===== config.mk =====
export PLATFORM = sky130hd
export DESIGN_NAME = bundle_seq
export DESIGN_NICKNAME = d
export VERILOG_FILES = /design/src/rtl/bundle_pkg.sv /design/src/rtl/slot_decode.sv /design/src/rtl/bundle_seq.sv
export SDC_FILE = /design/constraint.sdc
export NUM_CORES = 1
export LEC_CHECK = 0
export ABC_AREA = 1
export CAP_MARGIN = 5
export CORE_ASPECT_RATIO = 0.6
export CORE_MARGIN = 3
export CORE_UTILIZATION = 47
export DETAILED_ROUTE_END_ITERATION = 10
export GPL_TIMING_DRIVEN = 0
export PLACE_DENSITY = 0.87
export SLEW_MARGIN = 5
export SYNTH_ARGS = -nofsm -noshare
export SYNTH_HDL_FRONTEND = slang
export SYNTH_SLANG_ARGS = --single-unit

===== constraint.sdc =====
create_clock -name clk -period 1.8 [get_ports clk]
set_clock_uncertainty 0.15 [all_clocks]
set_input_delay 0.27 -clock clk [delete_from_list [all_inputs] [get_ports clk]]
set_output_delay 0.27 -clock clk [all_outputs]
set_load 0.01 [all_outputs]

===== src/rtl/bundle_pkg.sv =====
// Shared definitions for the two-slot bundle sequencer.
//   - slot opcode constants (slot0: ALU reg/imm, slot1: load/store, both: NOP)
//   - controller state enum
//   - per-slot decode result struct
package bundle_pkg;

  localparam logic [4:0] OP_NOP     = 5'b00000;
  localparam logic [4:0] OP_ALU_REG = 5'b01000;
  localparam logic [4:0] OP_ALU_IMM = 5'b00101;
  localparam logic [4:0] OP_LOAD    = 5'b01010;
  localparam logic [4:0] OP_STORE   = 5'b01011;

  typedef enum logic [2:0] {
    S_IDLE,
    S_DECODE,
    S_EXEC,
    S_MEM,
    S_WB
  } state_t;

  typedef struct packed {
    logic alu;      // slot0 ALU op (reg or imm)
    logic imm;      // slot0 ALU op uses offset/immediate as operand A
    logic load;     // slot1 load
    logic store;    // slot1 store
    logic illegal;  // opcode not legal for this slot
  } slot_dec_t;

  function automatic logic is_mem(input slot_dec_t d);
    return d.load | d.store;
  endfunction

endpackage


===== src/rtl/slot_decode.sv =====
// Combinational opcode decoder for one bundle slot.
//   SLOT  : 0 decodes the ALU slot, 1 decodes the memory slot
//   op_i  : 5-bit slot opcode
//   dec_o : decoded flags; any opcode not legal for the slot sets illegal
module slot_decode
  import bundle_pkg::*;
#(
  parameter int SLOT = 0
) (
  input  logic [4:0] op_i,
  output slot_dec_t  dec_o
);

  generate
    if (SLOT == 0) begin : g_slot0
      always_comb begin
        dec_o = '0;
        case (op_i)
          OP_ALU_REG: dec_o.alu = 1'b1;
          OP_ALU_IMM: begin
            dec_o.alu = 1'b1;
            dec_o.imm = 1'b1;
          end
          OP_NOP:     ;
          default:    dec_o.illegal = 1'b1;
        endcase
      end
    end else begin : g_slot1
      always_comb begin
        dec_o = '0;
        case (op_i)
          OP_LOAD:  dec_o.load  = 1'b1;
          OP_STORE: dec_o.store = 1'b1;
          OP_NOP:   ;
          default:  dec_o.illegal = 1'b1;
        endcase
      end
    end
  endgenerate

endmodule


===== src/rtl/bundle_seq.sv =====
// Two-slot bundle controller: IDLE -> DECODE -> [EXEC] -> [MEM] -> WB.
//   clk, reset        : clock, async active-high reset
//   instr_valid/instr : bundle offer; accepted while instr_ready (Moore, IDLE)
//   alu_en, aluSrcA   : slot0 execute pulse and held operand-A select
//   mem_req/mem_we    : slot1 memory request, held until mem_ack or timeout
//   mem_ack           : memory completion, only observed in MEM
//   regWrite1/2       : WB pulses for slot0 and completed slot1 loads
//   illegal           : bundle rejected in DECODE
//   mem_timeout       : MEM aborted after MEM_TIMEOUT cycles without ack
//   retired           : wrapping count of bundles that reached WB
module bundle_seq
  import bundle_pkg::*;
#(
  parameter int MEM_TIMEOUT = 8
) (
  input  logic        clk,
  input  logic        reset,
  input  logic        instr_valid,
  input  logic [31:0] instr,
  output logic        instr_ready,
  output logic        alu_en,
  output logic        aluSrcA,
  output logic        mem_req,
  output logic        mem_we,
  input  logic        mem_ack,
  output logic        regWrite1,
  output logic        regWrite2,
  output logic        illegal,
  output logic        mem_timeout,
  output logic [15:0] retired
);

  localparam logic [8:0] TO_LIM = 9'(MEM_TIMEOUT);

  state_t      state_q, state_d;
  logic [4:0]  slot0_q, slot0_d, slot1_q, slot1_d;
  logic        src_q, src_d;
  logic [7:0]  cnt_q, cnt_d;
  logic        done_q, done_d;
  logic [15:0] retired_q, retired_d;
  logic [8:0]  cnt_inc;
  slot_dec_t   dec0, dec1;

  // Only the opcode fields of a bundle carry meaning; the rest is dropped.
  logic unused_bits;
  assign unused_bits = ^{instr[31:21], instr[15:5], dec0.load, dec0.store,
                         dec1.alu, dec1.imm};

  slot_decode #(.SLOT(0)) u_dec0 (.op_i(slot0_q), .dec_o(dec0));
  slot_decode #(.SLOT(1)) u_dec1 (.op_i(slot1_q), .dec_o(dec1));

  assign cnt_inc = {1'b0, cnt_q} + 9'd1;
  assign retired = retired_q;

  always_ff @(posedge clk or posedge reset) begin
    if (reset) begin
      state_q   <= S_IDLE;
      slot0_q   <= OP_NOP;
      slot1_q   <= OP_NOP;
      src_q     <= 1'b0;
      cnt_q     <= '0;
      done_q    <= 1'b0;
      retired_q <= '0;
    end else begin
      state_q   <= state_d;
      slot0_q   <= slot0_d;
      slot1_q   <= slot1_d;
      src_q     <= src_d;
      cnt_q     <= cnt_d;
      done_q    <= done_d;
      retired_q <= retired_d;
    end
  end

  always_comb begin
    state_d     = state_q;
    slot0_d     = slot0_q;
    slot1_d     = slot1_q;
    src_d       = src_q;
    cnt_d       = cnt_q;
    done_d      = done_q;
    retired_d   = retired_q;
    instr_ready = 1'b0;
    alu_en      = 1'b0;
    aluSrcA     = src_q;  // holds the last EXEC selection between bundles
    mem_req     = 1'b0;
    mem_we      = 1'b0;
    regWrite1   = 1'b0;
    regWrite2   = 1'b0;
    illegal     = 1'b0;
    mem_timeout = 1'b0;

    case (state_q)
      S_IDLE: begin
        instr_ready = 1'b1;
        if (instr_valid) begin
          slot0_d = instr[4:0];
          slot1_d = instr[20:16];
          done_d  = 1'b0;
          state_d = S_DECODE;
        end
      end
      S_DECODE: begin
        if (dec0.illegal || dec1.illegal) begin
          illegal = 1'b1;
          state_d = S_IDLE;
        end else if (dec0.alu) begin
          state_d = S_EXEC;
        end else if (is_mem(dec1)) begin
          cnt_d   = '0;
          state_d = S_MEM;
        end else begin
          state_d = S_WB;
        end
      end
      S_EXEC: begin
        alu_en  = 1'b1;
        aluSrcA = dec0.imm;
        src_d   = dec0.imm;
        if (is_mem(dec1)) begin
          cnt_d   = '0;
          state_d = S_MEM;
        end else begin
          state_d = S_WB;
        end
      end
      S_MEM: begin
        mem_req = 1'b1;
        mem_we  = dec1.store;
        cnt_d   = cnt_inc[7:0];
        // Ack is checked first so an ack on the final allowed cycle still completes.
        if (mem_ack) begin
          done_d  = 1'b1;
          state_d = S_WB;
        end else if (cnt_inc == TO_LIM) begin
          mem_timeout = 1'b1;
          done_d      = 1'b0;
          state_d     = S_WB;
        end
      end
      S_WB: begin
        regWrite1 = dec0.alu;
        regWrite2 = dec1.load & done_q;
        retired_d = retired_q + 16'd1;
        state_d   = S_IDLE;
      end
      default: state_d = S_IDLE;
    endcase
  end

endmodule


# Word-level counts from Yosys, hierarchy flattened
# Cells that the tools add are included.
dict set report word_totals {
  reg_bits 39
  input_bits 36
  out_inout_bits 25
  wordCells 70
}
dict set report classes {
  n_addsub 2
  eq_ne 13
  muxes 33
  bitwise 2
  n_reduce_logical 13
}
# cell n
set ops {}
lappend ops {{two-way mux 8 bit} 3}
lappend ops {{case mux 8 bit (3 select lines)} 1}
lappend ops {{two-way mux 1 bit} 21}
lappend ops {{two-way mux 3 bit} 6}
lappend ops {{adder 16 x 1 -> 16 bit, second input constant} 1}
lappend ops {{equality test 5 x 4 -> 1 bit, second input constant} 3}
lappend ops {{case mux 3 bit (4 select lines)} 1}
lappend ops {{zero test 5 bit} 2}
lappend ops {{adder 8 x 1 -> 9 bit, second input constant} 1}
lappend ops {{equality test 9 x 4 -> 1 bit, second input constant} 1}
lappend ops {{equality test 3 x 2 -> 1 bit, second input constant} 2}
lappend ops {{!= test 2 bit, second input constant} 3}
lappend ops {{AND reduction 3 bit} 2}
lappend ops {{OR reduction 3 bit} 2}
lappend ops {{equality test 5 x 3 -> 1 bit, second input constant} 1}
lappend ops {{AND reduction 2 bit} 2}
lappend ops {{equality test 3 x 1 -> 1 bit, second input constant} 1}
lappend ops {{equality test 3 bit, second input constant} 1}
lappend ops {{zero test 3 bit} 1}
lappend ops {{!= test 3 bit, second input constant} 1}
lappend ops {{nonzero test 3 bit} 1}
lappend ops {{case mux 1 bit (2 select lines)} 1}
lappend ops {{nonzero test 2 bit} 1}
lappend ops {{OR reduction 2 bit} 1}
lappend ops {{3 further kinds} 3}

# Depth between registers and ports, before layout
dict set report logic_depth {
  ltp_word 7
  depth_mapped 11
  ltp_nobuf 11
}

# By module
# Synthesis repeated with hierarchy kept, for this count alone.
dict set report unflattened {
  cells_unflattened 265
  area_unflattened_um2 2145.8
}
# module n_inst cells_each area_each_um2
set by_module_without_submodules {}
lappend by_module_without_submodules {bundle_seq 1 235 1999.4}
lappend by_module_without_submodules {{slot_decode at u_dec0} 1 16 76.3}
lappend by_module_without_submodules {{slot_decode at u_dec1} 1 14 70.1}

# Worst setup path before layout
# No wires, ideal clock.
dict set report synth_path {
  kind {reg-to-output}
  start {reg cnt_q[0]}
  end {out mem_timeout}
  arrival_time_ns 1.377
  path_slack_ns 0.003
  stages_incl_launch_ff 8
  n_path_buf 0
  path_cell_list {dfrtp_1 > ha_1 > nand3_1 > o21ai_0 > nand2_1 > nor2_1 > nand3_1 > nor3_1}
}
dict set report synth_via {
  elab_chain_len 5
}
# item line
set synth_lines {}
lappend synth_lines {{from (decl)} bundle_seq.sv:38} ;# logic [7:0] cnt_q, cnt_d;
lappend synth_lines {{from (signal assigned)} bundle_seq.sv:69} ;# cnt_q <= cnt_d;
lappend synth_lines {{adder 8 x 1 -> 9 bit} bundle_seq.sv:52} ;# assign cnt_inc = {1'b0, cnt_q} + 9'd1;
lappend synth_lines {{equality test 9 x 4 -> 1 bit} bundle_seq.sv:135} ;# end else if (cnt_inc == TO_LIM) begin
lappend synth_lines {{two-way mux 1 bit} bundle_seq.sv:135}
lappend synth_lines {{two-way mux 1 bit} bundle_seq.sv:132} ;# if (mem_ack) begin
lappend synth_lines {{two-way mux 1 bit} bundle_seq.sv:93} ;# case (state_q)
lappend synth_lines {{to (decl)} bundle_seq.sv:29} ;# output logic mem_timeout,
# Every way passes these cells.

# Final worst setup path
# Same ends and word-level chain as after synthesis.

==> results.toml <==
[cells_and_area]
layout_common_cells = "55 x nand2_1, 34 x dfrtp_1, 29 x clkdlybuf4s50_1"
nets = 367
layout_commonest_cell = "nand2_1"
register_area_um2 = 982
final_cells = 385
drive_above_1_share = 0.363
syn_to_final_growth_pct = 55.1
multiInputGateArea_mm2 = 0.00110
antenna_cells = 0
num-fill-cells = 223

[routing]
firstDrtPassIters = 4
post-route-drc-count = 0
dr_total_vias = 2025
wl_um = 6160
wl_per_cell_um = 16.0
ant_nets = 0
vias_per_cell = 5.26
first_iter_violations = 132

[sta]
timing.hold.ws_ns = 0.306
final_hold_viol_count = 0
fmax_mhz = 433
worst_slack_ns = -0.509
slew_viol_final = 0
rsz0062_at_grt = "true"
tightest_slew_ns = 0.821
finalCritPeriodShare = 1.28
fin_crit_ns = 2.31
relSlewSlack = 0.452
finalSetupViolCount = 14

[critical_path]
r2r.worst_path.cells = 10
worstPathCellList = "buf_6 -> buf_6 -> nand3_4 -> o21bai_1 -> nand2_1 -> nor2_1 -> nand3_1 -> nor3_2 -> buf_2"
rrSetupSlack_ns = -0.15
crit_required_ns = 1.38
start_kind = "flop"
r2r_end = "retired[10]"
critical_path.slowest_cell = "dfrtp_1"
end_kind = "output pin"
r2r_start = "state_q[2]"
crit_path_frequent_cell = "buf_6"
worstSetupPathType = "reg -> out"
crit_arrival_ns = 1.89
slowest_delay_ns = 0.41
cp_max_fo = 3

[worst_hold_path]
hold_class = "in -> async"

[synth]
yosysSeqAreaShare = 0.486
yosys_warnings = 0
synth-simple-area-share = 0.281
syn_inst = 240
synth_top_family_by_area = "simple AND/OR/NAND/NOR gates"
avgSynthCellArea_um2 = 8.36
synth_seq_cells = 39
synth_xor_area_frac = 0.0698
synth_compound_area_frac = 0.0555
syn-num-nets = 279
synthAdderAreaFrac = 0.0187
synthesis.area_mm2 = 0.00201
synth.distinct_cells = 26
synthMuxAreaShare = 0.0281

[clock_network]
worstSkewPairLatency_ns = 0.30
htree_levels = 2
cts_buffer_depth = 2
clockRootBuffer = "clkbuf_8"
postCtsHoldBufs = 0
cts_tree = "yes"
clkTransAtPathRegs_ns = 0.08
cts_sinks = 39
cts_made_buffers = 5

[grt]
grt_pass1_vias = 1869
grt_max_degree = 40
grt-ovfl-total = 0
antenna_found_initial = 0
grt_pass1_wl_um = 8630
grt.total_usage = 0.215

[pwr]
power_mw = 2.70
ir_worst_vdd_v = 0.000645
p_leak_nw = 1.50
power_density_mw_per_mm2 = 868

[place]
gp_congestion = 0.795
dp_hpwl_um = 3210
io_buffers = 38
dp_cells = 335

[outcome]
status = "finished, violations left"
failed_checks = "negative setup slack"

[floorplanning]
placement_rows = 17
num_io_pins = 61
core-area_mm2 = 0.00387
die_height_um = 56.6
initial_core_util = 0.518
die_x_um = 90.4
die-area_mm2 = 0.00512

[flow_run]
cap_violations = 0
-- layer usage --
metal	vias up	global-route usage	wire, um
li1	942	-	-
met1	961	0.282	2600
met2	100	0.333	2930
met3	22	0.0562	452
met4	0	0.105	170
met5	-	0	0
-- Yosys cell counts --
| master | count | share of area |
|---|---|---|
| nand2_1 | 60 | 0.11 |
| dfrtp_1 | 39 | 0.49 |
| inv_1 | 30 | 0.056 |
| nor2_1 | 27 | 0.051 |
| nand3_1 | 16 | 0.040 |
| xor2_1 | 11 | 0.048 |
| a21oi_1 | 8 | 0.020 |
| o21ai_0 | 7 | 0.017 |
| nand2_2 | 6 | 0.019 |
| mux2_2 | 5 | 0.028 |
| xnor2_1 | 5 | 0.022 |
| nor3_1 | 4 | 0.010 |
| ha_1 | 3 | 0.019 |
| nand4_1 | 3 | 0.0094 |
| nor2_2 | 3 | 0.0094 |
| nor2_4 | 2 | 0.011 |
| o211ai_1 | 2 | 0.0075 |
| a22oi_1 | 1 | 0.0037 |
| buf_2 | 1 | 0.0025 |
| inv_2 | 1 | 0.0019 |
| nor3_2 | 1 | 0.0050 |
| nor3_4 | 1 | 0.0081 |
| nor3b_1 | 1 | 0.0037 |
| nor4_1 | 1 | 0.0031 |
| o21bai_1 | 1 | 0.0037 |
| o22ai_1 | 1 | 0.0031 |
-- sequential cells by signal, summed over array words and instances (netlist names) --
name and cells:
cnt_q 8, done_q 1, retired 16, slot0_q 5
slot1_q 5, src_q 1, state_q 3
-- worst max-delay path by stage --
stage | startpoint | to | cells past startpoint
CTS | cnt_q[1] | mem_timeout | 8
finish | cnt_q[0] | mem_timeout | 9
floorplan | cnt_q[0] | mem_timeout | 7
global placement | cnt_q[0] | mem_timeout | 8
detailed placement | cnt_q[0] | mem_timeout | 8
global route | cnt_q[0] | mem_timeout | 9
-- power breakdown --
| group | switching, mW | total [mW] | internal, mW |
|---|---|---|---|
| clock network | 0.309 | 0.716 | 0.407 |
| logic | 0.447 | 0.892 | 0.445 |
| registers | 0.0990 | 1.10 | 0.997 |
-- layout make-up --
cell class                 instances  area share
sequential                        39       0.316
clock buffer                       6      0.0233
timing repair buffer              81       0.236
tap                               57      0.0229
clock inverter                     1     0.00965
inverter                          31      0.0382
multi-input combinational        169       0.353
buffer                             1     0.00161
-- logic make-up (layout without fill, tap and decap cells) --
family / count (synthesis) / in the layout
AND/OR/NAND/NOR: 125 / 125
flip-flops: 39 / 39
buffers and inverters: 32 / 120
AO/OA/AOI/OAI: 20 / 20
XOR/XNOR: 16 / 16
multiplexers: 5 / 5
adder cells (fa/ha/maj): 3 / 3
-- metrics by stage --
step                TNS (ns)  setup WS [ns]  utilization  instance area [um2]
floorplan                  0        0.00293            -                 2010
global placement      -14.92         -0.601        0.635                 2460
detailed placement     -2.83         -0.628        0.635                 2460
CTS                   -0.829         -0.350        0.737                 2850
global route           -2.97         -0.670        0.804                 3110
finish                 -1.38         -0.509        0.804                 3110
-- worst max-delay path, delay by kind of cell (launching register included) --
| family | cells | cell delay, ns |
|---|---|---|
| and+or+nand+nor | 5 | 0.65 |
| DFF | 1 | 0.41 |
| buffers and inverters | 3 | 0.37 |
| AOI/OAI and AO/OA | 1 | 0.17 |
-- repair_timing --
| action | in CTS | in global routing |
|---|---|---|
| endpoints found under the hold margin | 0 | 0 |
| pin swaps | 12 | 25 |
| setup endpoints to repair | 23 | 35 |
| gates resized for setup | 78 | 34 |
| buffers inserted | 25 | 19 |
(Power assumes the default switching activity.)
